`src/rtl/sprite_line_fetch.sv`:
```
// Sprite line fetcher: copies one 32-pixel sprite row from BRAM into a line buffer
// at line start, then emits one 4-bit pixel per clock during active display.
module sprite_line_fetch #(
  parameter int SPR_W   = 32,
  parameter int COORD_W = 10
) (
  input  logic               clk,
  input  logic               reset_i,
  input  logic               line_start_i,
  input  logic [COORD_W-1:0] line_y_i,
  input  logic               sprite_en_i,
  input  logic [COORD_W-1:0] sprite_x_i,
  input  logic [COORD_W-1:0] sprite_y_i,
  input  logic [COORD_W-1:0] h_count_i,
  output logic               spr_rd_en_o,
  output logic [7:0]         spr_rd_addr_o,
  input  logic [15:0]        spr_rd_data_i,
  output logic               busy_o,
  output logic [3:0]         pixel_o,
  output logic               pixel_valid_o
);

  typedef enum logic {ST_IDLE, ST_FETCH} state_t;

  localparam logic [COORD_W-1:0] LP_SPR = COORD_W'(SPR_W);

  state_t             r_state, w_state_nxt;
  logic [COORD_W-1:0] w_row, w_col;
  logic               w_hit, w_draw;
  logic [3:0]         r_cnt;
  logic               r_line_hit, r_rd_en, r_busy;
  logic [7:0]         r_addr;
  logic [15:0]        r_linebuf [8];
  logic [15:0]        w_word;
  logic [3:0]         w_nib;
  logic [3:0]         r_pix_p1;
  logic               r_vld_p1;

  assign w_row = line_y_i - sprite_y_i;
  assign w_hit = sprite_en_i && (w_row < LP_SPR);

  always_ff @(posedge clk or posedge reset_i) begin
    if (reset_i) r_state <= ST_IDLE;
    else         r_state <= w_state_nxt;
  end

  always_comb begin
    w_state_nxt = r_state;
    if (line_start_i)
      w_state_nxt = w_hit ? ST_FETCH : ST_IDLE;
    else if (r_state == ST_FETCH && r_cnt == 4'd8)
      w_state_nxt = ST_IDLE;
  end

  // Fetch stage: r_cnt counts edges since the line-start edge; BRAM data for the
  // word addressed at edge k arrives in time for capture at edge k+2.
  always_ff @(posedge clk or posedge reset_i) begin
    if (reset_i) begin
      r_cnt      <= '0;
      r_line_hit <= 1'b0;
      r_rd_en    <= 1'b0;
      r_busy     <= 1'b0;
      r_addr     <= '0;
      for (int i = 0; i < 8; i++) r_linebuf[i] <= '0;
    end else if (line_start_i) begin
      r_line_hit <= w_hit;
      r_cnt      <= '0;
      if (w_hit) begin
        r_rd_en <= 1'b1;
        r_busy  <= 1'b1;
        r_addr  <= {w_row[4:0], 3'd0};
      end else begin
        r_rd_en <= 1'b0;
        r_busy  <= 1'b0;
      end
    end else if (r_state == ST_FETCH) begin
      r_cnt <= r_cnt + 4'd1;
      if (r_cnt <= 4'd6) r_addr  <= r_addr + 8'd1;
      if (r_cnt == 4'd7) r_rd_en <= 1'b0;
      if (r_cnt >= 4'd1) r_linebuf[3'(r_cnt - 4'd1)] <= spr_rd_data_i;
      if (r_cnt == 4'd8) r_busy  <= 1'b0;
    end
  end

  assign w_col  = h_count_i - sprite_x_i;
  assign w_draw = r_line_hit && !r_busy && sprite_en_i && (w_col < LP_SPR);
  assign w_word = r_linebuf[w_col[4:2]];

  always_comb begin
    w_nib = w_word[15:12];
    case (w_col[1:0])
      2'd0: w_nib = w_word[15:12];
      2'd1: w_nib = w_word[11:8];
      2'd2: w_nib = w_word[7:4];
      2'd3: w_nib = w_word[3:0];
      default: w_nib = w_word[15:12];
    endcase
  end

  // Pixel stage: one registered clock from h_count_i to pixel_o; index 0 is transparent.
  always_ff @(posedge clk or posedge reset_i) begin
    if (reset_i) begin
      r_pix_p1 <= '0;
      r_vld_p1 <= 1'b0;
    end else if (w_draw) begin
      r_pix_p1 <= w_nib;
      r_vld_p1 <= (w_nib != 4'd0);
    end else begin
      r_pix_p1 <= '0;
      r_vld_p1 <= 1'b0;
    end
  end

  assign spr_rd_en_o   = r_rd_en;
  assign spr_rd_addr_o = r_addr;
  assign busy_o        = r_busy;
  assign pixel_o       = r_pix_p1;
  assign pixel_valid_o = r_vld_p1;

endmodule

```
`config.mk`:
```
export PLATFORM = sky130hd
export DESIGN_NAME = sprite_line_fetch
export DESIGN_NICKNAME = d
export VERILOG_FILES = /design/src/rtl/sprite_line_fetch.sv
export SDC_FILE = /design/constraint.sdc
export NUM_CORES = 1
export LEC_CHECK = 0
export BUFFER_PORTS_ARGS = -buffer_cell sky130_fd_sc_hd__buf_2
export CORE_MARGIN = 2
export CORE_UTILIZATION = 40
export CTS_BUF_LIST = sky130_fd_sc_hd__clkbuf_4
export CTS_CLUSTER_SIZE = 40
export DETAILED_ROUTE_END_ITERATION = 10
export GPL_ROUTABILITY_DRIVEN = 0
export GPL_TIMING_DRIVEN = 0
export SYNTH_ARGS = -nofsm -noshare
export SYNTH_HDL_FRONTEND = slang
export SYNTH_SLANG_ARGS = --single-unit
```
`constraint.sdc`:
```
create_clock -name clk -period 5.6 [get_ports clk]
set_clock_uncertainty 0.2 [all_clocks]
set_input_delay 1.12 -clock clk [delete_from_list [all_inputs] [get_ports clk]]
set_output_delay 1.12 -clock clk [all_outputs]
set_load 0.02 [all_outputs]
```
==> impl_summary.md, run 1 <==
Floorplan
The initial core utilization is 0.405. The area of the placeable core is 19300 µm². The die covers 20700 µm². Measured along the x axis, the die boundary spans 144 µm. The chip height is 144 µm. During I/O placement, the number of pins put on the boundary was 75. Row generation in the floorplan step produced 51 rows.

Synthesis
The simple-gate share of the synthesized area is 0.0675. The share of the synthesized netlist area taken by xor and xnor gates is 0.0199. Of the total synthesized cell area, the portion taken by full adders, half adders and majority gates is 0.0418. In this run, synthesis produced a sequential element count of 149. The synthesized design contains 0 enable-type register cells. The share of synthesized area spent on multiplexers is 0.286. The synthesized area is 7840 µm².

Dividing the synthesized area by the synthesized cell count gives 12.5 µm². The instance count of the mapped netlist is 626. The fraction of registers with async set or reset after synthesis is 1.00. The share of the Yosys chip area taken by registers is 0.476. Of the post-synthesis cell area, the dominant cell type holds 0.476. The total nets after synthesis is 711.

The top cell type by total area after synthesis is sky130_fd_sc_hd__dfrtp_1. By area the synthesized netlist is led by sky130_fd_sc_hd__dfrtp_1 (48%), sky130_fd_sc_hd__mux2_2 (18%), sky130_fd_sc_hd__mux4_2 (7.5%). The dominant combinational cell family by area after synthesis is multiplexers. The compound-cell area share of the yosys netlist is 0.0788. The number of distinct standard cells referenced by the synthesized netlist is 56. For this run, the number of Yosys warnings is 0. In the synthesized netlist the dominant register cell turns out to be sky130_fd_sc_hd__dfrtp_1.

Route
The count of unresolved DRC violations after routing is 0. The number of routed nets with antenna violations is 0. After detailed routing, the total wire length is 18300 µm. Dividing the detail-routed wire length by the instance count gives 18.4 µm. Dividing the detail-routed via count by the number of cells gives 5.38. The routed via count is 5370. The number of DRC markers after the initial detailed-route iteration is 306. The number of detailed-routing iterations run before antenna repair is 5.

Critical path
The largest fanout on the critical path is 10. The most critical setup path has its startpoint at sprite_x_i[0]. The capturing element type of the critical path is a flop. STA classifies the critical path startpoint as a primary input. At the worst endpoint, the arrival time is 4730 ps. The data required time at the worst endpoint is 5870 ps. The critical setup path kind is in2reg. The startpoint of the worst-slack reg-to-reg timing path is r_cnt[0].

Clock tree
The number of clock sinks is 149. The later pin in the worst-skew pair is clocked with a latency of 580 ps. The number of setup buffers added after CTS is 0. The number of hold buffers added after CTS was 0.

The root buffer cell is sky130_fd_sc_hd__clkbuf_4. Counting along the longest clock path gives a buffer depth of 2. The CTS tree is built.

Clock-pin slew was measured on the worst setup and hold paths at 140 ps. The post-cts resize count is 0. The clock buffer count from CTS is 17. The clock tree synthesis step divided the H-tree into 4 levels.

Global routing
The via count of the first global-routing pass is 5537. In the global route stage, met2 resource usage came out at 0.319. For this run, the total global-route usage over all layers was measured as 0.184. The number of antenna violations at the first check in global routing is 1.

The met3 track utilization from global routing is 0.0348. Entering global routing, the biggest net connects 106 pins. The wire length of the first global-routing pass is 28800 µm. For this run, global-route usage on met1 was measured as 0.234. The total overflow left after global routing is 0. In this run the most used layer during global routing was met2.

Placement
At the placement stage, the worst setup path has a slack of 489 ps. The count of input and output buffers is 73. The placed wire-length estimate is 12900 µm.

STA
The slack of the critical path is 1140 ps. Setup total negative slack on the finished layout was measured at 0 ps. Setup repair after global routing left no endpoint under its margin. The clock period minus worst slack is 4460 ps. The highest attainable clock frequency is 224 MHz. In the finished design, the share of the clock period the worst path needs comes to 0.797. The count of final hold-check violations is 0. At the pin with the least slew margin, the transition time is 1290 ps. The max-slew headroom at the worst pin is 0.140. Setup violations remaining at the end of the flow were counted as 0.

The number of pins with negative max-slew slack in the final report is 0.

Layout
The library cells used most frequently in the layout, excluding fill and tap cells, are sky130_fd_sc_hd__dfrtp_1 (149), sky130_fd_sc_hd__mux2_2 (128), sky130_fd_sc_hd__buf_2 (79). Relative to the synthesized area, the layout overhead comes to 13.0%. At the end of the flow, the number of nets in the layout was 804. Of the cells placed in the final design, the portion with a size suffix greater than 1 is 0.372. Leaving out fill and tap cells, the most frequent cell in the layout is sky130_fd_sc_hd__dfrtp_1. The final core area utilization is 0.458. After filler insertion, the fill cell instance count of the layout stands at 1803.

Outcome
The run finished with clean final reports.

Power
The maximum vdd ir drop is 0.104 mV. Power spread over the standard cell area amounts to 250 nW/µm². The leakage component of the power is 4.39 nW.

Job
The number of max-cap violations is 0.

Hold path
In this run the worst hold path is classified as reg2reg. The launch point of the worst hold path is r_linebuf[12].
==> synth_stat cells, types with 7 or more instances <==
cell / instances
sky130_fd_sc_hd__and2_1: 8
sky130_fd_sc_hd__mux2_2: 128
sky130_fd_sc_hd__o21ai_0: 23
sky130_fd_sc_hd__clkbuf_1: 14
sky130_fd_sc_hd__mux4_2: 26
sky130_fd_sc_hd__xnor2_1: 9
sky130_fd_sc_hd__xor2_1: 7
sky130_fd_sc_hd__nor2_1: 38
sky130_fd_sc_hd__mux2i_1: 16
sky130_fd_sc_hd__dfrtp_1: 149
sky130_fd_sc_hd__ha_1: 23
sky130_fd_sc_hd__nand3_1: 9
sky130_fd_sc_hd__inv_1: 33
sky130_fd_sc_hd__a21oi_1: 19
sky130_fd_sc_hd__nand2_1: 34
==> worst max-delay path, stage by stage <==
cell and delay, ps:
sky130_fd_sc_hd__buf_2 100, sky130_fd_sc_hd__ha_1 210, sky130_fd_sc_hd__fa_1 420, sky130_fd_sc_hd__xor2_1 1020
sky130_fd_sc_hd__buf_4 380, sky130_fd_sc_hd__buf_4 270, sky130_fd_sc_hd__mux4_2 340, sky130_fd_sc_hd__mux2i_1 250
sky130_fd_sc_hd__a221oi_1 210, sky130_fd_sc_hd__o41a_1 400
==> metal layers <==
metal	routed length [µm]	up-vias
met5	0	-
li1	-	2494
met2	9000	139
met3	867	21
met1	8210	2716
met4	248	0
==> logic make-up (layout without fill, tap and decap cells) <==
kind of cell             count (synthesis)  after routing
adder cells (fa/ha/maj)                 25             25
AO/OA/AOI/OAI                           91             91
XOR/XNOR                                17             17
AND/OR/NAND/NOR                        115            115
other                                    0              1
multiplexers                           172            172
buffers and inverters                   57            163
flip-flops                             149            149
==> layout make-up <==
class / instances / area (µm²) / share of cell area
tap: 265 / 332 / 0.0374
multi-input combinational: 420 / 3870 / 0.437
timing repair buffer: 74 / 393 / 0.0444
sequential: 149 / 3730 / 0.421
buffer: 24 / 116 / 0.0131
antenna: 1 / 2.50 / 0.000283
inverter: 33 / 129 / 0.0146
clock inverter: 14 / 149 / 0.0168
clock buffer: 18 / 135 / 0.0153
==> sequential cells by signal, indices dropped and copies added, names as in the netlist <==
signal / count
pixel_o: 4
spr_rd_addr_o: 8
spr_rd_en_o: 1
r_linebuf: 128
busy_o: 1
pixel_valid_o: 1
r_cnt: 4
r_line_hit: 1
r_state: 1
==> path summary, 6_finish.rpt <==
kind	to	slack (ps)	cells past startpoint
worst max register to register	r_linebuf[116]	1880	9
worst min-delay path	r_linebuf[12]	310	1
worst min register to register	r_linebuf[12]	310	1
max in group asynchronous	r_linebuf[58]	3990	3
min in group asynchronous	r_linebuf[60]	360	2
worst max-delay path	pixel_valid_o	1140	10
==> through the flow <==
| step | cells | area [µm²] | power, W | hold WS (ps) |
|---|---|---|---|---|
| floorplan | 626 | 7840 | 0.00141 | 271 |
| global placement | 964 | 8540 | 0.00154 | 281 |
| detailed placement | 965 | 8570 | 0.00155 | 288 |
| CTS | 997 | 8850 | 0.00225 | 319 |
| global route | 998 | 8860 | 0.00232 | 327 |
| finish | 998 | 8860 | 0.00221 | 314 |
==> report_power, final <==
part | leakage (nW) | total (W) | internal [W] | switching [W]
sequential | 2.08 | 0.00112 | 0.00109 | 0.0000212
combinational | 2.16 | 0.000413 | 0.000161 | 0.000252
clock | 0.151 | 0.000685 | 0.000274 | 0.000411
(Power assumes the default switching activity.)
==> run 2: changes to the inputs <==
- clock period: 5.6 -> 3.8 ns (I/O delays scaled with it)
==> impl_summary.md, run 2 (same netlist as run 1, synthesis figures left out) <==
Route
Before antenna repair, the detailed router went through 4 iterations. Routed signal wires occupy layers up through met4. In this run the remaining antenna-violating nets after routing total 0.

After detailed routing, the number of remaining DRC violations is 0. In the final routed layout, each cell accounts on average for 18.4 µm. Wires add up to 18400 µm. Detailed routing inserted a total of 5367 vias. The number of vias per cell after detailed routing is 5.36.

The number of DRC markers after the initial detailed-route iteration is 337. In the detailed route, the total length drawn on met2 is 9050 µm. The detailed-routed wire length on met3 is 879 µm. The post-route met1 wirelength is 8170 µm.

Critical path
The startpoint class of the critical path is a flop. On the worst path, the slowest cell contributes a delay of 750 ps. Traced cell by cell, the critical path runs through clkbuf_1 -> inv_1 -> ha_1 -> nor2b_1 -> a21oi_1 -> nand2_1 -> nor2_2 -> clkdlybuf4s15_1 -> mux2_2. The worst path buffer plus inverter count is 3. On the critical path the largest part of the delay comes from buffers and inverters. For this design, the slowest cell found on the critical path is sky130_fd_sc_hd__clkdlybuf4s15_1.

Along the worst path, the maximum fanout reaches 10. The data required time at the worst endpoint is 4060 ps. The arrival time at the worst endpoint is 3920 ps.

The critical path in this run is classified as reg2reg. STA classifies the critical path endpoint as a flop.

STA
The highest attainable clock frequency is 274 MHz. In this run the tightest slew margin relative to its limit is 0.431. The count of final hold-check violations is 0. The clock period minus worst slack is 3650 ps. The number of pins with negative max-slew slack in the final report was 0. The pin slew with the least headroom to its limit is 854 ps.

The share of the cycle needed by the critical path after routing is 0.961. The final count of negative-setup-slack endpoints is 0.

Power
After layout, the design draws a total of 0.00331 W. The maximum vdd ir drop is 0.159 mV. The leakage component of the power is 4.44 nW. The power per unit of standard cell area is 368 nW/µm².

Clock tree
The CTS tree is built. Clock-pin slew was measured on the worst setup and hold paths at 140 ps. The H-tree was split into 4 levels. Clock tree synthesis selected as its root buffer the cell sky130_fd_sc_hd__clkbuf_4. Hold repair after CTS inserted 0 buffers.

The clock insertion delay at the later pin of the skew report is 570 ps. The number of clock buffers added by TritonCTS is 17. The number of clock sinks is 149. The maximum number of buffers from clock root to sink is 2.

Layout
In the layout the commonest cells are sky130_fd_sc_hd__dfrtp_1 (149), sky130_fd_sc_hd__mux2_2 (128), sky130_fd_sc_hd__buf_2 (77). Compared with the post-synthesis result, the final layout area differs by 14.7%. The most common cell after layout, fill and taps aside is sky130_fd_sc_hd__dfrtp_1.

The fraction of final layout cells sized beyond drive strength 1 is 0.390. The number of flip-flops in the largest register is 128. The multi-input combinational cell area is 3930 µm². The area used by sequential logic in the layout is 3730 µm². Measured on the finished design, the core utilization comes to 0.465. The number of fillers in the final layout is 1752.

The finished layout holds 1002 standard cells, fillers aside. Counting flops per register, the top entry is r_linebuf. The net count of the finished layout is 809. The summed area of non-filler cells in the final layout is 8990 µm².

Hold path
The path category of the worst min-delay check is in2async.

Placement
The placed wire-length estimate is 13100 µm. After detailed placement, the total cell area comes to 8610 µm². The count of input and output buffers is 73.

The total instance count after detailed placement is 967.

Global routing
The number of antenna violations at the first check in global routing is 1. After global routing the overflow that remains totals 0. Across every metal layer, demand over resource in global routing totals 0.189. The via count of the first global-routing pass is 5588. The wire length of the first global-routing pass is 29500 µm. Entering global routing, the biggest net connects 43 pins.

Floorplan
The initialized floorplan defines 51 standard-cell rows. The area enclosed by the die boundary is 20700 µm². The core region is 19300 µm².

The die extent in x is 144 µm. The initial core utilization is 0.405. Measured along the y axis, the die boundary spans 144 µm. 75 I/O pins were placed.

Outcome
The run finished with clean final reports.

Job
The number of max-cap violations is 0.
-- run 2: final timing paths --
kind	start	slack, ps	end	depth (start not counted)
min in group clk	spr_rd_data_i[14]	300	r_linebuf[46]	2
setup / recovery	r_cnt[0]	150	r_linebuf[116]	9
hold reg to reg	r_linebuf[60]	310	r_linebuf[60]	1
max in group asynchronous	reset_i	2310	r_linebuf[53]	4
hold / removal	reset_i	140	pixel_o[2]	2
setup reg to reg	r_cnt[0]	150	r_linebuf[116]	9
-- run 2: worst reg2reg max path: stages (launching register included) --
cell                              delay (ps)
sky130_fd_sc_hd__dfrtp_1                 420
sky130_fd_sc_hd__clkbuf_1                260
sky130_fd_sc_hd__inv_1                   150
sky130_fd_sc_hd__ha_1                    270
sky130_fd_sc_hd__nor2b_1                 150
sky130_fd_sc_hd__a21oi_1                 310
sky130_fd_sc_hd__nand2_1                 150
sky130_fd_sc_hd__nor2_2                  460
sky130_fd_sc_hd__clkdlybuf4s15_1         760
sky130_fd_sc_hd__mux2_2                  420
-- run 2: timing repair --
item	in CTS	in global routing
endpoints found under the setup margin	5	43
hold endpoints to repair	0	0
cloned	0	0
pin swaps	0	1
setup buffers	0	3
resized for setup	4	17
-- run 2: cell type report --
| class | instances | area share |
|---|---|---|
| Antenna cell | 1 | 0.000278 |
| Buffer | 24 | 0.0146 |
| Clock buffer | 19 | 0.0159 |
| Clock inverter | 12 | 0.0164 |
| Inverter | 33 | 0.0142 |
| Multi-Input combinational cell | 420 | 0.437 |
| Sequential cell | 149 | 0.415 |
| Tap cell | 265 | 0.0369 |
| Timing Repair Buffer | 79 | 0.0498 |
-- run 2: layer usage --
| layer | vias to the layer above | global-route usage |
|---|---|---|
| met5 | - | 0 |
| met4 | 0 | 0.0645 |
| met3 | 25 | 0.0427 |
| met2 | 147 | 0.323 |
| met1 | 2707 | 0.237 |
| li1 | 2488 | - |
-- run 2: stage by stage --
stage | setup slack [ps] | hold slack (ps) | setup TNS, ps
floorplan | 114 | 271 | 0
global placement | -1050 | 280 | -5200
detailed placement | -1070 | 288 | -7220
CTS | 8.21 | 134 | 0
global route | -8.80 | 183 | -8.80
finish | 148 | 139 | 0
-- run 2: report_power, final --
group          total [W]  switching, W  internal [W]
Sequential       0.00165     0.0000325       0.00161
Combinational   0.000641      0.000381      0.000260
Clock            0.00102      0.000610      0.000415
==> run 3: changes to the inputs <==
- CELL_PAD_IN_SITES_DETAIL_PLACEMENT: not set -> 0
- CELL_PAD_IN_SITES_GLOBAL_PLACEMENT: not set -> 1
- PLACE_DENSITY_LB_ADDON: not set -> 0.1
==> impl_summary.md, run 3 (same netlist as run 1, synthesis figures left out) <==
Outcome
The run finished with clean final reports.

Floorplan
The chip height is 144 µm. The area of the placeable core is 19300 µm². The area enclosed by the die boundary is 20700 µm². The initial utilization of the core area, before any placement, comes to 0.405.

The number of top-level design ports is 75. The die extent in x is 144 µm. The floorplan has 51 rows.

STA
Measured against its own limit, the worst slew margin works out to 0.394. In the finished design, the share of the clock period the worst path needs comes to 0.976. Setup repair after global routing left no endpoint under its margin. Subtracting the final worst setup slack from the clock period gives 3710 ps. Static timing analysis puts the maximum clock frequency at 270 MHz. The count of final hold-check violations is 0. The number of pins with negative max-slew slack in the final report is 0.

Setup violations remaining at the end of the flow were counted as 0. At the pin with the least slew margin, the transition time is 909 ps.

Clock tree
The maximum number of buffers from clock root to sink is 2. In this run, CTS created clock tree buffers numbering 17. TritonCTS built the clock tree. After clock tree synthesis, the clock-pin slew on the worst setup and hold paths is 150 ps. The clock reaches the later pin of the worst-skew pair after 570 ps. CTS placed an instance of sky130_fd_sc_hd__clkbuf_4 at the clock tree root.

For this design, the sink count on the clock tree is 149. In this run the number of H-tree levels came out at 4.

Critical path
The cell at the slowest stage of the critical path is sky130_fd_sc_hd__fa_1. The worst path buffer plus inverter count is 2. In this run the critical register-to-register path is launched from r_cnt[0]. The critical path crosses 10 cells after its start point.

For the worst setup path, the data arrival time is 3950 ps. The critical setup path kind is in2reg. At the worst endpoint, the required time is 4040 ps. The source of the critical timing path is sprite_x_i[0]. The critical path ends at pixel_valid_o.

The critical register-to-register path endpoint is r_linebuf[39]. Of all nets on the critical path, the largest fanout is 10. The cell depth of the worst flop-to-flop path is 9. Walking the worst path, the cells encountered are buf_2 -> ha_1 -> fa_1 -> xnor2_4 -> buf_4 -> mux4_2 -> mux2i_1 -> a22oi_1 -> a22o_1 -> o41a_1. In this design, the stage delay of the slowest critical-path cell is 550 ps.

The register-to-register setup slack is 300 ps. The startpoint class of the critical path is a primary input. STA classifies the critical path endpoint as a flop.

The cell family contributing the most delay on the critical path is compound AO/OA/AOI/OAI gates.

Layout
The fraction of final layout cells sized beyond drive strength 1 is 0.398. The post-synthesis to final-layout area growth is 16.3%. The number of flip-flops in the largest register is 128. The most common cell after layout, fill and taps aside is sky130_fd_sc_hd__dfrtp_1. The number of fillers in the final layout is 1764. The net count of the finished layout is 813.

The finished layout holds 1007 standard cells, fillers aside. The register with the most flip-flops is r_linebuf. Leaving out fill and tap cells, the most frequent cells in the layout are sky130_fd_sc_hd__dfrtp_1 (149), sky130_fd_sc_hd__mux2_2 (128), sky130_fd_sc_hd__buf_2 (77). For this run, the share of the core covered by cells in the final layout is 0.472.

Route
The per-cell routed wire length is 19.4 µm. In this run the remaining antenna-violating nets after routing total 0. For this run, design rule violations remaining after detail routing come to 0. The detailed router finished its first iteration with 235 violations. The sum of routed wire length over all layers is 19500 µm. The number of detailed-routing iterations run before antenna repair is 4. The number of vias per cell after detailed routing is 5.33.

The routed via count is 5363.

Placement
The total instance count after detailed placement is 968. The placed wire-length estimate is 13800 µm. The count of buffers added on input and output ports is 73.

Global routing
The wire length of the first global-routing pass is 30700 µm. The via count of the first global-routing pass is 5567. Global routing finished with a remaining overflow of 0. Entering global routing, the biggest net connects 45 pins. The number of antenna violations at the first check in global routing was 1. The total routing resource utilization after global routing is 0.199.

Power
The power per unit of standard cell area is 386 nW/µm². Overall power consumption after layout is estimated at 0.00352 W. The analysis attributes to cell leakage a power of 4.50 nW. Across the VDD grid, the largest voltage drop is 0.188 mV.

Job
Max-cap violations in this run came to 0.

Hold path
The path category of the worst min-delay check is in2reg.
run 3: changes by cell type in the layout (fill, tap and decap cells not counted), moves of 2 or more:
| cell | before | now |
|---|---|---|
| sky130_fd_sc_hd__clkbuf_4 | 19 | 17 |
| sky130_fd_sc_hd__bufinv_16 | 2 | 5 |
| sky130_fd_sc_hd__a21oi_1 | 19 | 17 |
| sky130_fd_sc_hd__clkinv_4 | 4 | 2 |
| sky130_fd_sc_hd__a21oi_2 | 0 | 2 |
run 3: worst min path at each step:
| stage | cells past startpoint | start | endpoint |
|---|---|---|---|
| after floorplan | 1 | r_linebuf[12] | r_linebuf[12] |
| after global placement | 1 | r_linebuf[116] | r_linebuf[116] |
| after detailed placement | 1 | r_linebuf[22] | r_linebuf[22] |
| after CTS | 2 | spr_rd_data_i[5] | r_linebuf[37] |
| after global routing | 2 | spr_rd_data_i[4] | r_linebuf[36] |
| final | 2 | spr_rd_data_i[5] | r_linebuf[37] |
run 3: stage by stage:
step	hold WS, ps	worst slack [ps]	instance area [µm²]	setup TNS, ps
2_1_floorplan	271	114	7850	0
3_3_place_gp	280	-1160	8550	-7730
3_5_place_dp	288	-1210	8630	-9450
4_1_cts	268	7.35	9050	0
5_1_grt	273	20.5	9120	0
6_report	315	92.1	9120	0
run 3: final cells by class:
class                      count  area [µm²]  share of cell area
antenna                        1        2.50            0.000274
buffer                        24         130              0.0143
clock buffer                  17         128              0.0140
clock inverter                15         226              0.0248
inverter                      33         128              0.0140
multi-input combinational    420        3950               0.433
sequential                   149        3730               0.409
tap                          265         332              0.0364
timing repair buffer          83         493              0.0540
run 3: routing by layer:
layer / share of wire / GRT usage / vias up
li1: - / - / 2502
met1: 0.47 / 0.272 / 2736
met2: 0.48 / 0.324 / 106
met3: 0.037 / 0.0411 / 19
met4: 0.012 / 0.0537 / 0
met5: 0 / 0 / -
run 3: where the power goes:
part	leakage, nW	total [W]	internal [W]	switching (W)
Clock	0.181	0.00119	0.000595	0.000600
Combinational	2.24	0.000677	0.000272	0.000405
Sequential	2.08	0.00164	0.00161	0.0000315
Total	4.50	0.00352	0.00248	0.00104
run 3: timing repair:
item | in CTS | in global routing
resized for setup | 9 | 13
pin swaps | 1 | 3
endpoints found under the hold margin | 4 | 0
setup buffers | 0 | 5
hold buffers | 1 | 0
endpoints found under the setup margin | 24 | 27
